[src/rtl/si_aliens_timebase.sv]
// Timebase for the aliens control FSM: move tick, transition tick, 4-phase
// move pattern and level code, all driven from the FSM's active-low controls.
module si_aliens_timebase #(
  parameter int          CNT_W          = 27,
  parameter int unsigned MOVE_PERIOD_L1 = 25000000,
  parameter int unsigned MOVE_PERIOD_L2 = 12500000,
  parameter int unsigned MOVE_PERIOD_L3 = 6250000,
  parameter int unsigned TRANS_PERIOD   = 100000000
) (
  input  logic       SI_STATEMACHINE_ALIENS_CLOCK_50,
  input  logic       SI_STATEMACHINE_ALIENS_RESET_InLow,
  input  logic       SI_ALIENS_TIMEBASE_ENABLE_COUNTMA_InLow,
  input  logic       SI_ALIENS_TIMEBASE_ENABLE_COUNTRA_InLow,
  input  logic       SI_ALIENS_TIMEBASE_COUNTUP_COUNT4MA_InLow,
  input  logic       SI_ALIENS_TIMEBASE_CLEARCOUNT_COUNT4MA_InLow,
  input  logic       SI_ALIENS_TIMEBASE_LOAD_InLow,
  input  logic [2:0] SI_ALIENS_TIMEBASE_TRANSITION_BUS,
  input  logic [2:0] SI_ALIENS_TIMEBASE_SELECT_4MUX21,
  output logic       SI_ALIENS_TIMEBASE_COUNTMA_OutLow,
  output logic       SI_ALIENS_TIMEBASE_COUNTRA_OutLow,
  output logic [1:0] SI_ALIENS_TIMEBASE_COUNT4MA_OutLow,
  output logic [1:0] SI_ALIENS_TIMEBASE_COUNTLEVEL_OutLow
);

  localparam logic [CNT_W-1:0] MA_TOP_L1 = CNT_W'(MOVE_PERIOD_L1 - 1);
  localparam logic [CNT_W-1:0] MA_TOP_L2 = CNT_W'(MOVE_PERIOD_L2 - 1);
  localparam logic [CNT_W-1:0] MA_TOP_L3 = CNT_W'(MOVE_PERIOD_L3 - 1);
  localparam logic [CNT_W-1:0] RA_TOP    = CNT_W'(TRANS_PERIOD - 1);

  logic [1:0]       lvl_reg, lvl_next;
  logic [CNT_W-1:0] cma_reg, cma_next;
  logic [CNT_W-1:0] cra_reg, cra_next;
  logic [CNT_W-1:0] ma_top;
  logic             ma_n_reg, ma_n_next;
  logic             ra_n_reg, ra_n_next;
  logic [1:0]       phase_reg, phase_next;
  logic [1:0]       code_reg, code_next;

  always_comb begin
    lvl_next = lvl_reg;
    if (!SI_ALIENS_TIMEBASE_LOAD_InLow &&
        SI_ALIENS_TIMEBASE_TRANSITION_BUS == 3'b001 &&
        SI_ALIENS_TIMEBASE_SELECT_4MUX21 == 3'b000)
      lvl_next = 2'b00;
    else if (SI_ALIENS_TIMEBASE_SELECT_4MUX21 == 3'b011)
      lvl_next = 2'b01;
    else if (SI_ALIENS_TIMEBASE_SELECT_4MUX21 == 3'b100)
      lvl_next = 2'b10;
  end

  always_comb begin
    case (lvl_reg)
      2'b01:   ma_top = MA_TOP_L2;
      2'b10:   ma_top = MA_TOP_L3;
      default: ma_top = MA_TOP_L1;
    endcase
  end

  // The move tick is held (counter frozen) until COUNTUP consumes it.
  // ">=" rather than "==" lets a level change to a shorter period wrap cleanly.
  always_comb begin
    cma_next  = cma_reg;
    ma_n_next = ma_n_reg;
    if (SI_ALIENS_TIMEBASE_ENABLE_COUNTMA_InLow ||
        !SI_ALIENS_TIMEBASE_COUNTUP_COUNT4MA_InLow) begin
      cma_next  = '0;
      ma_n_next = 1'b1;
    end else if (ma_n_reg) begin
      if (cma_reg >= ma_top) begin
        cma_next  = '0;
        ma_n_next = 1'b0;
      end else begin
        cma_next = cma_reg + CNT_W'(1);
      end
    end
  end

  always_comb begin
    phase_next = phase_reg;
    if (!SI_ALIENS_TIMEBASE_CLEARCOUNT_COUNT4MA_InLow)
      phase_next = 2'd0;
    else if (!SI_ALIENS_TIMEBASE_COUNTUP_COUNT4MA_InLow)
      phase_next = phase_reg + 2'd1;
    case (phase_next)
      2'd0:    code_next = 2'b01;
      2'd2:    code_next = 2'b10;
      default: code_next = 2'b00;
    endcase
  end

  always_comb begin
    cra_next  = '0;
    ra_n_next = 1'b1;
    if (!SI_ALIENS_TIMEBASE_ENABLE_COUNTRA_InLow) begin
      if (cra_reg == RA_TOP)
        ra_n_next = 1'b0;
      else
        cra_next = cra_reg + CNT_W'(1);
    end
  end

  always_ff @(posedge SI_STATEMACHINE_ALIENS_CLOCK_50 or negedge SI_STATEMACHINE_ALIENS_RESET_InLow) begin
    if (!SI_STATEMACHINE_ALIENS_RESET_InLow) begin
      lvl_reg   <= 2'b00;
      cma_reg   <= '0;
      cra_reg   <= '0;
      ma_n_reg  <= 1'b1;
      ra_n_reg  <= 1'b1;
      phase_reg <= 2'd0;
      code_reg  <= 2'b01;
    end else begin
      lvl_reg   <= lvl_next;
      cma_reg   <= cma_next;
      cra_reg   <= cra_next;
      ma_n_reg  <= ma_n_next;
      ra_n_reg  <= ra_n_next;
      phase_reg <= phase_next;
      code_reg  <= code_next;
    end
  end

  assign SI_ALIENS_TIMEBASE_COUNTMA_OutLow    = ma_n_reg;
  assign SI_ALIENS_TIMEBASE_COUNTRA_OutLow    = ra_n_reg;
  assign SI_ALIENS_TIMEBASE_COUNT4MA_OutLow   = code_reg;
  assign SI_ALIENS_TIMEBASE_COUNTLEVEL_OutLow = lvl_reg;

endmodule

[config.mk]
export PLATFORM = sky130hd
export DESIGN_NAME = si_aliens_timebase
export DESIGN_NICKNAME = d
export VERILOG_FILES = /design/src/rtl/si_aliens_timebase.sv
export SDC_FILE = /design/constraint.sdc
export NUM_CORES = 1
export LEC_CHECK = 0
export ABC_AREA = 1
export BUFFER_PORTS_ARGS = -buffer_cell sky130_fd_sc_hd__buf_2
export CORE_ASPECT_RATIO = 1.75
export CORE_UTILIZATION = 56
export DETAILED_ROUTE_END_ITERATION = 10
export MAX_ROUTING_LAYER = met4
export PLACE_DENSITY_LB_ADDON = 0.1
export SLEW_MARGIN = 20
export SYNTH_ARGS = -nofsm -noshare
export SYNTH_HDL_FRONTEND = slang
export SYNTH_SLANG_ARGS = --single-unit
export TNS_END_PERCENT = 100
[constraint.sdc]
create_clock -name SI_STATEMACHINE_ALIENS_CLOCK_50 -period 2.1 [get_ports SI_STATEMACHINE_ALIENS_CLOCK_50]
set_clock_uncertainty 0.15 [all_clocks]
set_input_delay 0.21 -clock SI_STATEMACHINE_ALIENS_CLOCK_50 [delete_from_list [all_inputs] [get_ports SI_STATEMACHINE_ALIENS_CLOCK_50]]
set_output_delay 0.21 -clock SI_STATEMACHINE_ALIENS_CLOCK_50 [all_outputs]
set_load 0.1 [all_outputs]
Yosys cells after proc, flatten, opt, wreduce, memory -nomap -nowiden --
Cells that the tools add are included.
Operators by class: eq/ne operators 7, reduce and logical (&&, ||, !) cells 9, $add $sub $neg 3, muxes and demuxes 17, $lt $le $gt $ge 1
Operators by type and width (number):
- $mux W27 | 5
- $add A27 B1 Y27 const B | 2
- $pmux W25 S2 | 1
- $eq A27 B27 Y1 const B | 1
- $ge A27 B27 Y1 | 1
- $mux W2 | 5
- $mux W1 | 5
- $eq A2 B2 Y1 const B | 2
- $pmux W2 S2 | 1
- $eq A3 B1 Y1 const B | 1
- $eq A3 B2 Y1 const B | 1
- $eq A3 B3 Y1 const B | 1
- $logic_not A3 Y1 | 1
- $reduce_bool A3 Y1 | 1
- $add A2 B1 Y2 const B | 1
- $eq A2 B1 Y1 const B | 1
- $logic_and A1 B1 Y1 | 2
- $logic_not A1 Y1 | 2
- $logic_not A2 Y1 | 1
- $reduce_bool A2 Y1 | 1
- $logic_or A1 B1 Y1 | 1
Storage, ports and cells: input port bits 13, output and inout port bits 6, logic and storage cells 44, register bits 62

Depth between registers and ports, before layout --
word-level depth 6, mapped depth 16, mapped depth without buffers 15

Worst setup path before layout --
No wires, ideal clock.
path kind register to register, start register lvl_reg[0], in the netlist SI_ALIENS_TIMEBASE_COUNTLEVEL_OutLow[0], end register cma_reg[10], arrival 2.579 ns, setup time 0.124 ns, period minus slack after synthesis 2.853 ns, buffers on the path 1, data required time 1.826 ns, slack -0.753 ns, stages on the path, launching flop included 16, cells stage by stage dfrtp_1 -> inv_1 -> ha_1 -> ha_1 -> nand2_1 -> nor2_1 -> nand2_1 -> inv_1 -> nand2_1 -> nor2_1 -> nand2_1 -> nand2_2 -> nand2_4 -> nand2_8 -> buf_12 -> o21ai_2
Between the ends: longest elaborated chain between the ends 6, elaborated cells on any way between the ends 7, those cells by class order compare (1); eq/ne (2); mux (4)
Ends and longest elaborated chain:
- start, declared | RTL line 30 | logic [1:0] lvl_reg, lvl_next;
- start signal, assigned | RTL line 112 | lvl_reg <= lvl_next;
- $eq A2 B2 Y1 / $eq A2 B1 Y1 (equally long branches) | RTL line 52 | case (lvl_reg)
- $pmux W25 S2 * | RTL line 52
- $ge A27 B27 Y1 * | RTL line 69 | if (cma_reg >= ma_top) begin
- $mux W27 * | RTL line 69
- $mux W27 * | RTL line 68 | end else if (ma_n_reg) begin
- $mux W27 * | RTL line 64 | if (SI_ALIENS_TIMEBASE_ENABLE_COUNTMA_InLow ||
- end signal, assigned | RTL line 113 | cma_reg <= cma_next;
- end, declared | RTL line 31 | logic [CNT_W-1:0] cma_reg, cma_next;
Every way passes the cells marked *; elsewhere a longest branch is shown, timed or not. The select of a mux whose other input is x is not followed. A chain may end at the register's enable or synchronous reset.

Worst setup path after layout --
start register lvl_reg[1], in the netlist SI_ALIENS_TIMEBASE_COUNTLEVEL_OutLow[1], end register cma_reg[25]
Same word-level chain as after synthesis.

==> flow_summary.ini <==
[place]
place_area_um2 = 4760
pre_cts_ws_ns = -0.253
place_congestion = 0.997
port_buffers = 18
dp_hpwl_um = 9610

[layout]
diodes = 0
drive_gt1_share_pct = 23.9
finish.utilization_pct = 69.9
stdcell_area_um2 = 5260
nets = 681
syn2layout_area_growth_pct = 21.7

[routing]
post-route-drc-count = 0
highest_layer = met4
wire_per_inst_um = 17.7
viasPerCell = 5.72
drtAntennaViolNets = 0
drt-pass1-iter-count = 5
drtIter0Drc = 333
wl_met1_um = 4450
route.met2.wl_um = 7340
wl_met3_um = 494
route.vias.total = 4278
wl_um = 13200

[setup_path]
startpoint_type = flip-flop
regToRegEndpoint = cma_reg[25]$_DFFE_PN0P_
ff2ff_setup_slack_ns = -0.19
crit_top_cell = nand2_1
criticalPathCategory = flip-flop to flip-flop
endpoint_kind = flip-flop
path_max_fanout = 4
crit_chain = ha_4 -> inv_4 -> ha_4 -> inv_1 -> nor2_1 -> nand3_1 -> nand2_1 -> nor2_2 -> nand2_1 -> nand2_1 -> nand2_2 -> nand2_4 -> buf_6 -> nand3_2 -> o21ai_2
worstPathBufferInverterCount = 3
rr_startpoint = SI_ALIENS_TIMEBASE_COUNTLEVEL_OutLow[1]$_DFFE_PN0P_
cp_top_family = simple AND/OR/NAND/NOR gates
cpPeakStageDelay_ns = 0.52
cp_data_required_time_ns = 2.17
cpMaxStageDelayCell = dfrtp_4
arrival_ns = 2.36
worst_r2r_path_depth = 15

[grt]
grt_pass1_wl_um = 21000
gr-total-overflow = 0
antenna_found_initial = 0
first_global_vias = 4334
grt_start_max_net_pins = 63
grt_usage_pct = 37.2

[synth]
synth_edf_count = 0
synth_fp_nets = 627
synth_area_per_cell_um2 = 7.18
syn_inst = 601
synth_area_um2 = 4320
ys.flop_type = dfrtp_1
netlist.area_leader.share_pct = 34.2
synth_warnings = 0
synth.ff_latch_count = 62
netlist_top_cells_count = nand2_1, nor2_1, inv_1
async_reset_ff_share_pct = 100
synth_cell_types = 42
yosys.area.top_type = dfrtp_1
yosysMostFrequentCell = nand2_1
yosysSeqAreaShare_pct = 36.0
synth_area_leaders = dfrtp_1, nand2_1, nor2_1, nand3_1, inv_1

[clock_tree]
clkSlewWorstSetupHoldPaths_ns = 0.06
clk_latency_ns = 0.33
postCtsSetupBuffers = 0
clock-root-buffer = clkbuf_16
cts_buffers = 9
htreeDepth = 3
cts_tree = yes
clkSinkCount = 62
clk_path_buf_depth = 2

[hold_path]
hold_depth = 3
min_from = SI_ALIENS_TIMEBASE_SELECT_4MUX21[0]
hold_class = primary input to flip-flop
worstHoldEndpoint = SI_ALIENS_TIMEBASE_COUNTLEVEL_OutLow[0]$_DFFE_PN0P_

[sta]
rsz0062_at_grt = true
tightest_slew_ns = 0.489
setup_violations = 27
worst_slack_ns = -0.194
fmax_ghz = 0.436
hold_viol_final = 0
fin_crit_sh_pct = 109
slew_viol_final = 0
max-slew-margin-rel_pct = 67.6
min_period_ns = 2.29

[die]
die_height_um = 118
dieArea_um2 = 8080
core_area_um2 = 7510
io_pins = 19
start_util_pct = 57.5
rows = 42
die_width_um = 68.4

[status]
status = finished, violations left
violations = negative setup slack

[power_and_ir_drop]
p_per_area_nw_per_um2 = 602
power.static_leakage_nw = 2.40
p_total_mw = 3.17
peakVddDrop_uv = 476

[run]
cap_violations = 0
==> stage by stage <==
step / std cells / TNS, ns / hold WS, ns
global placement: 726 / -3.65 / 0.0964
finish: 748 / -4.49 / 0.0141
CTS: 748 / -4.24 / 0.00816
global route: 748 / -8.94 / 0.0283
floorplan: 601 / -5.45 / -0.236
detailed placement: 726 / -5.03 / 0.101
==> final cells by class <==
cell class / instances / area (um2)
Clock buffer: 10 / 239
Fill cell: 660 / 2260
Sequential cell: 62 / 1560
Clock inverter: 6 / 43.8
Inverter: 71 / 277
Tap cell: 88 / 110
Timing Repair Buffer: 57 / 412
Multi-Input combinational cell: 454 / 2610
==> report_power, final <==
group | switching, mW | internal [mW]
logic | 0.308 | 0.183
clock network | 0.600 | 0.837
registers | 0.0186 | 1.22
==> how the worst max path moves through the flow <==
stage / slack [ns] / endpoint / depth (start not counted) / startpoint
CTS: -0.19 / cma_reg[25]$_DFFE_PN0P_ / 9 / SI_ALIENS_TIMEBASE_COUNTLEVEL_OutLow[1]$_DFFE_PN0P_
floorplan: -0.24 / cma_reg[10]$_DFFE_PN0P_ / 15 / SI_ALIENS_TIMEBASE_COUNTLEVEL_OutLow[0]$_DFFE_PN0P_
detailed placement: -0.25 / cma_reg[12]$_DFFE_PN0P_ / 13 / SI_ALIENS_TIMEBASE_COUNTLEVEL_OutLow[1]$_DFFE_PN0P_
global placement: -0.18 / cma_reg[12]$_DFFE_PN0P_ / 13 / SI_ALIENS_TIMEBASE_COUNTLEVEL_OutLow[1]$_DFFE_PN0P_
global route: -0.35 / cma_reg[13]$_DFFE_PN0P_ / 12 / SI_ALIENS_TIMEBASE_COUNTLEVEL_OutLow[1]$_DFFE_PN0P_
finish: -0.19 / cma_reg[25]$_DFFE_PN0P_ / 15 / SI_ALIENS_TIMEBASE_COUNTLEVEL_OutLow[1]$_DFFE_PN0P_
==> layer usage <==
metal	global-route usage (%)	vias to the layer above
met2	62.9	153
met3	8.11	70
li1	-	2049
met5	-	-
met4	27.3	0
met1	34.7	2006
==> cell usage in the layout (no fill, tap or decap), drive strengths merged, types with 16 or more instances in the layout <==
cell,count
nand2,166
nor2,101
inv,73
dfrtp,59
buf,52
nand3,49
o21ai,33
nand4,18
xor2,17
a21oi,16
==> worst register-to-register path, cell delays in order, from the launching register on <==
cell,delay (ns)
dfrtp_4,0.52
ha_4,0.34
inv_4,0.06
ha_4,0.26
inv_1,0.04
nor2_1,0.07
nand3_1,0.07
nand2_1,0.08
nor2_2,0.04
nand2_1,0.06
nand2_1,0.06
nand2_2,0.07
nand2_4,0.10
buf_6,0.17
nand3_2,0.06
o21ai_2,0.05
==> repair_timing <==
| item | in CTS | in global routing |
|---|---|---|
| gates cloned | 1 | 0 |
| resized for setup | 20 | 12 |
| endpoints found under the hold margin | 67 | 0 |
| hold buffers | 5 | 0 |
| pin swaps | 3 | 0 |
| setup endpoints to repair | 27 | 38 |
==> logic make-up after synthesis <==
family | after synthesis | share of synthesized area, %
buffers and inverters | 86 | 8.49
AOI/OAI and AO/OA | 55 | 8.35
DFF | 62 | 36.0
and+or+nand+nor | 363 | 38.9
xor gates and xnor gates | 22 | 4.46
adders and majority gates | 13 | 3.77
(Power assumes the default switching activity.)
